**config.mk**
```make
export PLATFORM = sky130hd
export DESIGN_NAME = dma_pcie_h2c_byp_issue_flat
export DESIGN_NICKNAME = d
export VERILOG_FILES = /design/src/rtl/dma_pcie_h2c_byp_pkg.sv /design/src/rtl/dma_pcie_h2c_byp_in_if.sv /design/src/rtl/dma_pcie_h2c_byp_fifo.sv /design/src/rtl/dma_pcie_h2c_byp_issue.sv /design/src/flat_wrapper.sv
export SDC_FILE = /design/constraint.sdc
export NUM_CORES = 2
export LEC_CHECK = 0
export BUFFER_PORTS_ARGS = -buffer_cell sky130_fd_sc_hd__clkbuf_2
export CAP_MARGIN = 20
export CORE_MARGIN = 4
export CORE_UTILIZATION = 40
export CTS_CLUSTER_SIZE = 28
export DETAILED_ROUTE_END_ITERATION = 7
export GPL_TIMING_DRIVEN = 0
export PLACE_DENSITY_LB_ADDON = 0.3
export RECOVER_POWER = 100
export SLEW_MARGIN = 0
export SYNTH_ARGS = -nofsm -noshare
export SYNTH_HDL_FRONTEND = slang
export SYNTH_SLANG_ARGS = --single-unit
```
**constraint.sdc**
```tcl
create_clock -name user_clk -period 13.6 [get_ports user_clk]
set_clock_uncertainty 0.05 [all_clocks]
set_input_delay 0.68 -clock user_clk [delete_from_list [all_inputs] [get_ports user_clk]]
set_output_delay 0.68 -clock user_clk [all_outputs]
set_load 0.05 [all_outputs]
```
**src/rtl/dma_pcie_h2c_byp_pkg.sv**
```systemverilog
// Shared types, constants and the round-robin helper for the H2C bypass issuer.
`ifndef QID_WIDTH
`define QID_WIDTH 11
`endif

package dma_pcie_h2c_byp_pkg;

   localparam int QID_W   = `QID_WIDTH;
   localparam int NUM_CHN = 4;

   typedef struct packed {
      logic [63:0]      dsc;
      logic [QID_W-1:0] qid;
      logic             wbi;
      logic             wbi_chk;
      logic [15:0]      cidx;
      logic [15:0]      len;
      logic             last;
   } h2c_byp_dsc_t;

   typedef struct packed {
      logic       hit;
      logic [1:0] chn;
   } rr_pick_t;

   // First set bit of mask, searching upward from ptr with wrap.
   function automatic rr_pick_t rr_pick(input logic [NUM_CHN-1:0] mask,
                                        input logic [1:0]         ptr);
      rr_pick_t   r;
      logic [1:0] c;
      r = '0;
      for (int unsigned k = 0; k < NUM_CHN; k++) begin
         c = ptr + 2'(k);
         if (!r.hit && mask[c]) begin
            r.hit = 1'b1;
            r.chn = c;
         end
      end
      return r;
   endfunction

endpackage

```
**src/rtl/dma_pcie_h2c_byp_in_if.sv**
```systemverilog
// H2C bypass-in interface between the issuer (master) and the DMA engine.
interface dma_pcie_h2c_byp_in_if;

   logic [63:0]                              dsc;
   logic [dma_pcie_h2c_byp_pkg::QID_W-1:0]   qid;
   logic                                     wbi;
   logic                                     wbi_chk;
   logic [15:0]                              cidx;
   logic [15:0]                              len;
   logic                                     last;
   logic [1:0]                               chn;
   logic                                     vld;
   logic                                     crdt;
   logic [1:0]                               crdt_chn;

   modport m (output dsc, qid, wbi, wbi_chk, cidx, len, last, chn, vld,
              input  crdt, crdt_chn);

   modport s (input  dsc, qid, wbi, wbi_chk, cidx, len, last, chn, vld,
              output crdt, crdt_chn);

endinterface

```
**src/rtl/dma_pcie_h2c_byp_fifo.sv**
```systemverilog
// Per-channel synchronous descriptor FIFO; pointers carry an extra wrap bit.
module dma_pcie_h2c_byp_fifo
   import dma_pcie_h2c_byp_pkg::*;
#(
   parameter int DEPTH = 8
) (
   input  logic                     clk,
   input  logic                     rst,
   input  logic                     push,
   input  logic                     pop,
   input  h2c_byp_dsc_t             wdata,
   output h2c_byp_dsc_t             rdata,
   output logic                     full,
   output logic                     empty,
   output logic [$clog2(DEPTH):0]   count
);

   localparam int AW = $clog2(DEPTH);

   h2c_byp_dsc_t  mem [DEPTH];
   logic [AW:0]   wptr;
   logic [AW:0]   rptr;

   always_ff @(posedge clk) begin
      if (rst) begin
         wptr <= '0;
         rptr <= '0;
      end else begin
         if (push) wptr <= wptr + 1'b1;
         if (pop)  rptr <= rptr + 1'b1;
      end
   end

   always_ff @(posedge clk) begin
      if (push) mem[wptr[AW-1:0]] <= wdata;
   end

   assign rdata = mem[rptr[AW-1:0]];
   assign count = wptr - rptr;
   assign empty = (wptr == rptr);
   assign full  = (count == (AW+1)'(DEPTH));

endmodule

```
**src/rtl/dma_pcie_h2c_byp_issue.sv**
```systemverilog
// Credit-gated H2C bypass descriptor issuer: per-channel FIFOs, round-robin
// arbitration with packet lock, two-stage registered issue to the engine.
module dma_pcie_h2c_byp_issue
   import dma_pcie_h2c_byp_pkg::*;
#(
   parameter int FIFO_DEPTH = 8,
   parameter int CRDT_W     = 8
) (
   input  logic                                        user_clk,
   input  logic                                        user_reset,
   input  logic                                        in_vld,
   output logic                                        in_rdy,
   input  logic [63:0]                                 in_dsc,
   input  logic [QID_W-1:0]                            in_qid,
   input  logic                                        in_wbi,
   input  logic                                        in_wbi_chk,
   input  logic [15:0]                                 in_cidx,
   input  logic [15:0]                                 in_len,
   input  logic                                        in_last,
   input  logic [1:0]                                  in_chn,
   dma_pcie_h2c_byp_in_if.m                            byp_out,
   output logic [NUM_CHN*CRDT_W-1:0]                   crdt_cnt,
   output logic [NUM_CHN*($clog2(FIFO_DEPTH)+1)-1:0]   fifo_cnt,
   output logic                                        err_crdt_ovf
);

   localparam int CW = $clog2(FIFO_DEPTH) + 1;

   logic [NUM_CHN-1:0]              full, empty, push, pop, ret, elig;
   logic [NUM_CHN-1:0][CW-1:0]      cnt;
   logic [NUM_CHN-1:0][CRDT_W-1:0]  crdt;
   h2c_byp_dsc_t                    head [NUM_CHN];
   h2c_byp_dsc_t                    wdata;

   logic [1:0]    rr_ptr, lock_chn, gnt;
   logic          locked, issue;
   rr_pick_t      pick;

   logic          s1_vld;
   h2c_byp_dsc_t  s1_dsc;
   logic [1:0]    s1_chn;

   assign wdata = '{dsc: in_dsc, qid: in_qid, wbi: in_wbi, wbi_chk: in_wbi_chk,
                    cidx: in_cidx, len: in_len, last: in_last};
   assign in_rdy = !user_reset && !full[in_chn];

   for (genvar c = 0; c < NUM_CHN; c++) begin : g_chn
      dma_pcie_h2c_byp_fifo #(.DEPTH(FIFO_DEPTH)) u_fifo (
         .clk   (user_clk),
         .rst   (user_reset),
         .push  (push[c]),
         .pop   (pop[c]),
         .wdata (wdata),
         .rdata (head[c]),
         .full  (full[c]),
         .empty (empty[c]),
         .count (cnt[c])
      );
   end

   always_comb begin
      push = '0;
      pop  = '0;
      ret  = '0;
      elig = '0;
      push[in_chn] = in_vld && in_rdy;
      ret[byp_out.crdt_chn] = byp_out.crdt;
      for (int unsigned c = 0; c < NUM_CHN; c++)
         elig[c] = !empty[c] && (crdt[c] != '0);

      // A held lock overrides round-robin; an ineligible locked channel idles.
      pick  = rr_pick(elig, rr_ptr);
      gnt   = pick.chn;
      issue = pick.hit;
      if (locked) begin
         gnt   = lock_chn;
         issue = elig[lock_chn];
      end
      pop[gnt] = issue;
   end

   always_ff @(posedge user_clk) begin
      if (user_reset) begin
         crdt         <= '0;
         err_crdt_ovf <= 1'b0;
      end else begin
         for (int unsigned c = 0; c < NUM_CHN; c++) begin
            if (ret[c] && !pop[c]) begin
               if (crdt[c] == '1) err_crdt_ovf <= 1'b1;
               else               crdt[c] <= crdt[c] + 1'b1;
            end else if (pop[c] && !ret[c]) begin
               crdt[c] <= crdt[c] - 1'b1;
            end
         end
      end
   end

   always_ff @(posedge user_clk) begin
      if (user_reset) begin
         rr_ptr   <= '0;
         locked   <= 1'b0;
         lock_chn <= '0;
         s1_vld   <= 1'b0;
         s1_dsc   <= '0;
         s1_chn   <= '0;
      end else begin
         s1_vld <= issue;
         if (issue) begin
            s1_dsc   <= head[gnt];
            s1_chn   <= gnt;
            rr_ptr   <= gnt + 2'd1;
            locked   <= !head[gnt].last;
            lock_chn <= gnt;
         end
      end
   end

   always_ff @(posedge user_clk) begin
      if (user_reset) begin
         byp_out.vld     <= 1'b0;
         byp_out.dsc     <= '0;
         byp_out.qid     <= '0;
         byp_out.wbi     <= 1'b0;
         byp_out.wbi_chk <= 1'b0;
         byp_out.cidx    <= '0;
         byp_out.len     <= '0;
         byp_out.last    <= 1'b0;
         byp_out.chn     <= '0;
      end else begin
         byp_out.vld <= s1_vld;
         if (s1_vld) begin
            byp_out.dsc     <= s1_dsc.dsc;
            byp_out.qid     <= s1_dsc.qid;
            byp_out.wbi     <= s1_dsc.wbi;
            byp_out.wbi_chk <= s1_dsc.wbi_chk;
            byp_out.cidx    <= s1_dsc.cidx;
            byp_out.len     <= s1_dsc.len;
            byp_out.last    <= s1_dsc.last;
            byp_out.chn     <= s1_chn;
         end
      end
   end

   assign crdt_cnt = crdt;
   assign fifo_cnt = cnt;

endmodule

```
**src/flat_wrapper.sv**
```systemverilog
// flat-port wrapper written by rule: the top's interface ports become plain ports
module dma_pcie_h2c_byp_issue_flat import dma_pcie_h2c_byp_pkg::*;
#(
   parameter int FIFO_DEPTH = 8,
   parameter int CRDT_W     = 8
)
  (user_clk, user_reset, in_vld, in_rdy, in_dsc, in_qid, in_wbi, in_wbi_chk, in_cidx, in_len, in_last, in_chn, crdt_cnt, fifo_cnt, err_crdt_ovf, byp_out_dsc, byp_out_qid, byp_out_wbi, byp_out_wbi_chk, byp_out_cidx, byp_out_len, byp_out_last, byp_out_chn, byp_out_vld, byp_out_crdt, byp_out_crdt_chn);
  dma_pcie_h2c_byp_in_if byp_out_i ();
  input  logic user_clk;
  input  logic user_reset;
  input  logic in_vld;
  output logic in_rdy;
  input  logic [63:0] in_dsc;
  input  logic [QID_W-1:0] in_qid;
  input  logic in_wbi;
  input  logic in_wbi_chk;
  input  logic [15:0] in_cidx;
  input  logic [15:0] in_len;
  input  logic in_last;
  input  logic [1:0] in_chn;
  output logic [NUM_CHN*CRDT_W-1:0] crdt_cnt;
  output logic [NUM_CHN*($clog2(FIFO_DEPTH)+1)-1:0] fifo_cnt;
  output logic err_crdt_ovf;
  output wire logic [$bits(byp_out_i.dsc)-1:0] byp_out_dsc;
  output wire logic [$bits(byp_out_i.qid)-1:0] byp_out_qid;
  output wire logic [$bits(byp_out_i.wbi)-1:0] byp_out_wbi;
  output wire logic [$bits(byp_out_i.wbi_chk)-1:0] byp_out_wbi_chk;
  output wire logic [$bits(byp_out_i.cidx)-1:0] byp_out_cidx;
  output wire logic [$bits(byp_out_i.len)-1:0] byp_out_len;
  output wire logic [$bits(byp_out_i.last)-1:0] byp_out_last;
  output wire logic [$bits(byp_out_i.chn)-1:0] byp_out_chn;
  output wire logic [$bits(byp_out_i.vld)-1:0] byp_out_vld;
  input wire logic [$bits(byp_out_i.crdt)-1:0] byp_out_crdt;
  input wire logic [$bits(byp_out_i.crdt_chn)-1:0] byp_out_crdt_chn;
  assign byp_out_dsc = byp_out_i.dsc;
  assign byp_out_qid = byp_out_i.qid;
  assign byp_out_wbi = byp_out_i.wbi;
  assign byp_out_wbi_chk = byp_out_i.wbi_chk;
  assign byp_out_cidx = byp_out_i.cidx;
  assign byp_out_len = byp_out_i.len;
  assign byp_out_last = byp_out_i.last;
  assign byp_out_chn = byp_out_i.chn;
  assign byp_out_vld = byp_out_i.vld;
  assign byp_out_i.crdt = byp_out_crdt;
  assign byp_out_i.crdt_chn = byp_out_crdt_chn;
  dma_pcie_h2c_byp_issue #(.FIFO_DEPTH(FIFO_DEPTH), .CRDT_W(CRDT_W)) u_core (.user_clk(user_clk), .user_reset(user_reset), .in_vld(in_vld), .in_rdy(in_rdy), .in_dsc(in_dsc), .in_qid(in_qid), .in_wbi(in_wbi), .in_wbi_chk(in_wbi_chk), .in_cidx(in_cidx), .in_len(in_len), .in_last(in_last), .in_chn(in_chn), .byp_out(byp_out_i), .crdt_cnt(crdt_cnt), .fifo_cnt(fifo_cnt), .err_crdt_ovf(err_crdt_ovf));
endmodule
```
======== After elaboration in Yosys (flattened, before gate mapping) ========
Memory sizes are Yosys's and may differ from the RTL's. A register that Yosys moved wholly into a read port is not among the register bits.
Index checks and enable logic that the tools add are counted.
cells by class
  add/sub/neg operators ................... 24
  order comparisons ....................... 12
  equality and inequality tests ........... 16
  mux-type cells .......................... 63
  bitwise gates (word level) .............. 4
  reductions and logical operators ........ 50
operators with widths
  operator               count
  $bmux W110 S2          1
  $mux W110              2
  $mux W8                12
  $mux W3                12
  $add A4 B1 Y4 const B  8
  $add A8 B1 Y8 const B  4
  $eq A8 B8 Y1 const B   4
  $reduce_bool A8 Y1     4
  $sub A8 B1 Y8 const B  4
  $mux W1                26
  $lt A2 B3 Y1 const B   8
  $logic_and A1 B1 Y1    20
  $logic_not A1 Y1       18
  $eq A4 B4 Y1           4
  $eq A4 B4 Y1 const B   4
  $sub A4 B4 Y4          4
  $and A4 B4 Y4          3
  $bmux W1 S2            6
  $ne A2 B2 Y1 const B   4
  $reduce_and A2 Y1      4
  $reduce_bool A2 Y1     4
  $demux W1 S2           3
  $ge A2 B1 Y1 const B   3
  $add A2 B1 Y2 const B  2
  4 further kinds        5
word-level totals
  register bits after elaboration ......... 294
  memory bits (writable) .................. 3520
  bits of input ports ..................... 118
  output and inout bits ................... 163
  memories kept ........................... 4
memory list
  name                        depth  width  rd ports  clocked after Yosys merged registers in  wr ports  RTL line                     RTL
  u_core.g_chn[0].u_fifo.mem  8      110    1         1                                        1         dma_pcie_h2c_byp_fifo.sv:20  h2c_byp_dsc_t mem [DEPTH];
  u_core.g_chn[1].u_fifo.mem  8      110    1         1                                        1         dma_pcie_h2c_byp_fifo.sv:20
  u_core.g_chn[2].u_fifo.mem  8      110    1         1                                        1         dma_pcie_h2c_byp_fifo.sv:20
  u_core.g_chn[3].u_fifo.mem  8      110    1         1                                        1         dma_pcie_h2c_byp_fifo.sv:20

======== Depth between registers and ports, before layout ========
  depth after elaboration ................. 30
  mapped depth ............................ 22

======== Cells and area by module ========
A second synthesis with hierarchy kept.
unflattened totals
  cells, all modules ...................... 6444
  area, all modules ....................... 150016.4 um^2
modules (own cells, without submodules)
  module                  times used  cells each  area each (um^2)  seq. area each (um^2)
  dma_pcie_h2c_byp_fifo   4           1340        34287.9           26645.6
  dma_pcie_h2c_byp_issue  1           1084        12864.8           5245.0

======== Worst setup path before layout ========
Ideal clock, no wire load.
  path type ............................... register to register
  start point ............................. reg u_core.g_chn[0].u_fifo.wptr[0]
  end point ............................... mem u_core.g_chn[1].u_fifo.mem[0][0] in the netlist's numbering, enable pin
  library setup time ...................... 887 ps
  arrival time ............................ 14739 ps
  data required time ...................... 12663 ps
  setup slack ............................. -2076 ps
  cell stages (with the launch flop) ...... 12
  buffers on the path ..................... 2
  path through ............................ dfxtp_1 > clkbuf_1 > inv_1 > ha_1 > fa_1 > xnor2_1 > o41ai_1 > or4_1 > clkbuf_1 > inv_2 > nand2_1 > nor4b_1
between the ends
  word-level cells in the longest chain between the ends .. 10
ends and longest elaborated chain
  what                            RTL line                      RTL
  start, declared                 dma_pcie_h2c_byp_fifo.sv:21   logic [AW:0] wptr;
  start signal, assigned          dma_pcie_h2c_byp_fifo.sv:29   if (push) wptr <= wptr + 1'b1;
  $sub A4 B4 Y4                   dma_pcie_h2c_byp_fifo.sv:39   assign count = wptr - rptr;
  via fifo_cnt[2]                 flat_wrapper.sv:22            output logic [NUM_CHN*($clog2(FIFO_DEPTH)+1)-1:0] fifo_cnt;
  $eq A4 B4 Y1                    dma_pcie_h2c_byp_fifo.sv:41   assign full = (count == (AW+1)'(DEPTH));
  $bmux W1 S2                     dma_pcie_h2c_byp_issue.sv:45  assign in_rdy = !user_reset && !full[in_chn];
  $mux W1 (implied by the code)   dma_pcie_h2c_byp_issue.sv:45
  $logic_not A1 Y1                dma_pcie_h2c_byp_issue.sv:45
  $logic_and A1 B1 Y1             dma_pcie_h2c_byp_issue.sv:45
  via in_rdy                      flat_wrapper.sv:12            output logic in_rdy;
  $logic_and A1 B1 Y1             dma_pcie_h2c_byp_issue.sv:66  push[in_chn] = in_vld && in_rdy;
  $and A4 B4 Y4 (no source line)  --
  $mux W1                         dma_pcie_h2c_byp_fifo.sv:35   if (push) mem[wptr[AW-1:0]] <= wdata;
  $mux W1 (implied by the code)   dma_pcie_h2c_byp_fifo.sv:35
  end, declared                   dma_pcie_h2c_byp_fifo.sv:20
The timed path passes the listed nets, and every way through them passes these cells. The select of a mux whose other input is x is not followed.

======== Worst setup path after layout ========
  start point ............................. reg u_core.g_chn[0].u_fifo.wptr[0]
  end point ............................... mem u_core.g_chn[3].u_fifo.mem[6][76] in the netlist's numbering, enable pin
between the ends
  word-level cells in the longest chain between the ends .. 10
ends and longest elaborated chain
  what                            RTL line
  $sub A4 B4 Y4                   dma_pcie_h2c_byp_fifo.sv:39
  $eq A4 B4 Y1                    dma_pcie_h2c_byp_fifo.sv:41
  $bmux W1 S2                     dma_pcie_h2c_byp_issue.sv:45
  $mux W1 (implied by the code)   dma_pcie_h2c_byp_issue.sv:45
  $logic_not A1 Y1                dma_pcie_h2c_byp_issue.sv:45
  $logic_and A1 B1 Y1             dma_pcie_h2c_byp_issue.sv:45
  $logic_and A1 B1 Y1             dma_pcie_h2c_byp_issue.sv:66
  $and A4 B4 Y4 (no source line)  --
  $mux W1                         dma_pcie_h2c_byp_fifo.sv:35
  $mux W1 (implied by the code)   dma_pcie_h2c_byp_fifo.sv:35
  end, declared                   dma_pcie_h2c_byp_fifo.sv:20
Every way passes these cells. The select of a mux whose other input is x is not followed.

==> flow_summary.toml <==
[logic_synthesis]
synth.area.mux_share = 0.177
synth_edf_count = 3520
synth_fa_ha_area_frac = 0.00518
synth_nets = 7154
synthXorXnorAreaFrac = 0.00256
synth_area_um2 = 147000
syn_avg_cell_area_um2 = 21.0
synth_top_family_by_area = "multiplexers"
yosys_warnings = 0
netlist_top_cells_area = "edfxtp_1 72%, mux4_2 14%, dfxtp_1 4.2%"
ys_seq_elements = 3826
synthFlopType = "edfxtp_1"
async_flop_share = 0
synth-simple-area-share = 0.0238
synth_compound_area_frac = 0.0189
synth_top_area_frac = 0.719
synth_seq_area_share = 0.761
synth_cells = 6980
synth_area_leader_cell = "edfxtp_1"
ys_types = 67

[place]
dpl_worst_slack_ns = 6.75
gp_congestion = 0.809
dpl-instance-area_um2 = 159000
io_buffers = 278
place_hpwl_um = 269000

[timing]
worstMarginPinSlew_ns = 3.95
timing.fmax_mhz = 102
timing.slew.headroom = -1.63
setup_viol = 0
worst_slack_ns = 3.76
post-route-period-util = 0.724
drv_slew = 1879
worst_hold_slack_ns = 0.211
fin_crit_ns = 9.84
hold_viol = 0
grt_setup_unrepaired = "no"

[die]
die-area_um2 = 377000
core_area_um2 = 366000
start_util = 0.402
rows = 222
die_w_um = 614
die_y_um = 614
boundaryPins = 281

[clock_network]
clk_pin_slew_ns = 0.06
holdBufCountCts = 0
postCtsSetupRepairBufs = 0
numCtsBuffers = 376
cts-root-buf = "clkbuf_16"
cts_num_sinks = 3826
insertion_delay_ns = 0.93
cts_max_level = 5
cts_tree = "built"
cts_max_path_buffers = 4
cts_resized = 0

[finish]
fin_util = 0.460
synthToLayoutAreaGrowth_pct = 14.5
drive_above_1_share = 0.209
fin_nets = 8211
design_area_um2 = 168000

[setup_path]
critical-path-top-delay-family = "buffers and inverters"
crit_type = "flop to flop"
max_stage_delay_ns = 1.31
arrival_ns = 10.31
cp_max_fo = 11
crit_top_cell = "clkbuf_1"
end_kind = "flop"
path_buf_inv = 12
worstPathRequired_ns = 14.07
critPathSlowestCell = "nor4_1"
path_cells = "clkbuf_1 > inv_1 > ha_1 > fa_1 > xnor2_1 > o41ai_1 > or4_1 > clkbuf_1 > inv_1 > nand2_1 > clkbuf_1 > nor4_1 > clkbuf_1 > clkbuf_1 > clkbuf_1 > clkbuf_1 > clkbuf_1 > clkbuf_1 > clkbuf_1"
cp-start-kind = "flop"

[global_route]
track_usage = 0.206
grt-ovfl-total = 0
grt_pass1_vias = 75900
antenna_found_initial = 55
grt_max_degree = 48
grt_pass1_wl_um = 558000

[route]
drt_wl_total_um = 392000
postRouteAntennaNets = 0
dr.pass1.iters = 8
viasPerCell = 5.63
wl_per_cell_um = 29.7
initialDrtViolationCount = 7794
route.detailed.drc = 0
vias = 74300

[power]
power_density_nw_per_um2 = 173
power.leakage_nw = 50.4
peakVddDrop_mv = 0.113

[worst_hold_path]
hold_path_class = "input pin to flop"

[status]
violations = "max-capacitance violations, max-slew violations"
status = "finished with violations"

[run]
maxCapViolations = 69
-- synthesized netlist by cell type (5+ instances only) --
| library cell | n |
|---|---|
| xor2_1 | 9 |
| inv_1 | 44 |
| xnor2_1 | 34 |
| o21ai_0 | 21 |
| nor4b_1 | 5 |
| dfxtp_1 | 306 |
| o2111ai_1 | 218 |
| o21bai_1 | 9 |
| buf_2 | 13 |
| nor2_1 | 178 |
| mux2_2 | 224 |
| clkbuf_1 | 269 |
| a21o_1 | 8 |
| nor2b_1 | 19 |
| mux2i_1 | 358 |
| nor4_1 | 17 |
| nand3_1 | 145 |
| a21oi_1 | 44 |
| and4_1 | 11 |
| nand4_1 | 14 |
| buf_1 | 117 |
| ha_1 | 48 |
| edfxtp_1 | 3520 |
| nand2_1 | 359 |
| mux4_2 | 881 |
| fa_1 | 8 |
| nor3_1 | 25 |
-- layout make-up --
cell class | instances | area [um^2]
well taps | 4816 | 6030
diodes | 35 | 87.6
plain buffers | 400 | 1550
inverters | 46 | 173
clock inverters | 201 | 1810
fillers | 30500 | 198000
clock buffers | 488 | 10200
multi-input cells | 2708 | 33400
repair buffers | 679 | 3160
flip-flops and latches | 3826 | 112000
-- per-stage QoR --
step                power [W]  std cells  TNS (ns)
global route           0.0302      13200         0
detailed placement     0.0192      12500         0
finish                 0.0291      13200         0
global placement       0.0191      12100         -
CTS                    0.0294      13200         0
floorplan              0.0169       6980  -1291.10
-- routing by layer --
layer  track usage  up-vias  share of wire
met5             0        -        0.00048
met4        0.0846       36          0.044
met3        0.0361      706          0.074
met2         0.342     2903           0.49
met1         0.268    39500           0.39
li1              -    31200              -
-- placed cells by master (no fill, tap or decap), types with 7 or more instances in the layout --
| master | netlist | final |
|---|---|---|
| edfxtp_1 | 3520 | 3520 |
| clkbuf_1 | 269 | 975 |
| mux4_2 | 881 | 881 |
| clkbuf_16 | 0 | 384 |
| nand2_1 | 359 | 359 |
| mux2i_1 | 358 | 358 |
| dfxtp_1 | 306 | 306 |
| mux2_2 | 224 | 224 |
| o2111ai_1 | 218 | 218 |
| nor2_1 | 178 | 178 |
| nand3_1 | 145 | 145 |
| buf_1 | 117 | 110 |
| clkinv_2 | 0 | 74 |
| clkinv_1 | 1 | 60 |
| ha_1 | 48 | 48 |
| inv_1 | 44 | 45 |
| a21oi_1 | 44 | 44 |
| diode_2 | 0 | 35 |
| xnor2_1 | 34 | 34 |
| clkbuf_2 | 0 | 31 |
| bufinv_16 | 0 | 27 |
| nor3_1 | 25 | 25 |
| o21ai_0 | 21 | 21 |
| nor2b_1 | 19 | 19 |
| clkinvlp_4 | 0 | 18 |
| clkbuf_8 | 0 | 18 |
| nor4_1 | 17 | 16 |
| buf_12 | 0 | 16 |
| nand4_1 | 14 | 14 |
| buf_2 | 13 | 12 |
| and4_1 | 11 | 11 |
| buf_8 | 0 | 11 |
| inv_6 | 0 | 10 |
| xor2_1 | 9 | 9 |
| o21bai_1 | 9 | 9 |
| buf_16 | 0 | 9 |
| a21o_1 | 8 | 8 |
| fa_1 | 8 | 8 |
| clkinv_8 | 0 | 7 |
-- registers in the layout, summed over array words and instances, names as in the netlist, 16 cells and up, named ones only --
name	flops
u_core.g_chn.u_fifo.wptr	16
u_core.byp_out.dsc	64
u_core.g_chn.u_fifo.rptr	16
u_core.s1_dsc	110
u_core.crdt_cnt	32
u_core.g_chn.u_fifo.mem	3520
u_core.byp_out.len	16
u_core.byp_out.cidx	16
-- worst register-to-register path, delay by kind of cell (launching register included) --
family	cells	cell delay, ns
AO/OA/AOI/OAI	1	0.15
XOR/XNOR	1	0.23
adder cells (fa/ha/maj)	2	0.64
buffers and inverters	12	6.02
flip-flops	1	0.34
AND/OR/NAND/NOR	3	2.05
-- logic make-up (layout without fill, tap and decap cells) --
logic type / after synthesis / in the layout
compound gates: 347 / 347
xor+xnor: 43 / 43
fa+ha+maj: 56 / 56
buf+inv: 446 / 1814
flops: 3826 / 3826
mux: 1465 / 1465
other cells: 0 / 35
simple gates: 797 / 797
-- where the power goes --
part	switching, W	total, W	leakage, nW	internal, W
logic	0.00363	0.00562	10.4	0.00198
registers	0.000219	0.0133	34.2	0.0131
clock network	0.00438	0.0102	5.85	0.00580
total	0.00823	0.0291	50.4	0.0209
-- final timing paths --
path                                             to  slack [ns]                           start  cells after the start
setup / recovery  u_core.g_chn[3].u_fifo.mem[6][76]        3.76  u_core.g_chn[0].u_fifo.wptr[0]                     19
hold / removal                  u_core.err_crdt_ovf        0.21             byp_out_crdt_chn[1]                      4
setup reg to reg  u_core.g_chn[3].u_fifo.mem[6][76]        3.76  u_core.g_chn[0].u_fifo.wptr[0]                     19
hold reg to reg                   u_core.s1_dsc[64]        0.41               u_core.s1_dsc[64]                      2
No activity file was read; power rests on OpenSTA's default activity.
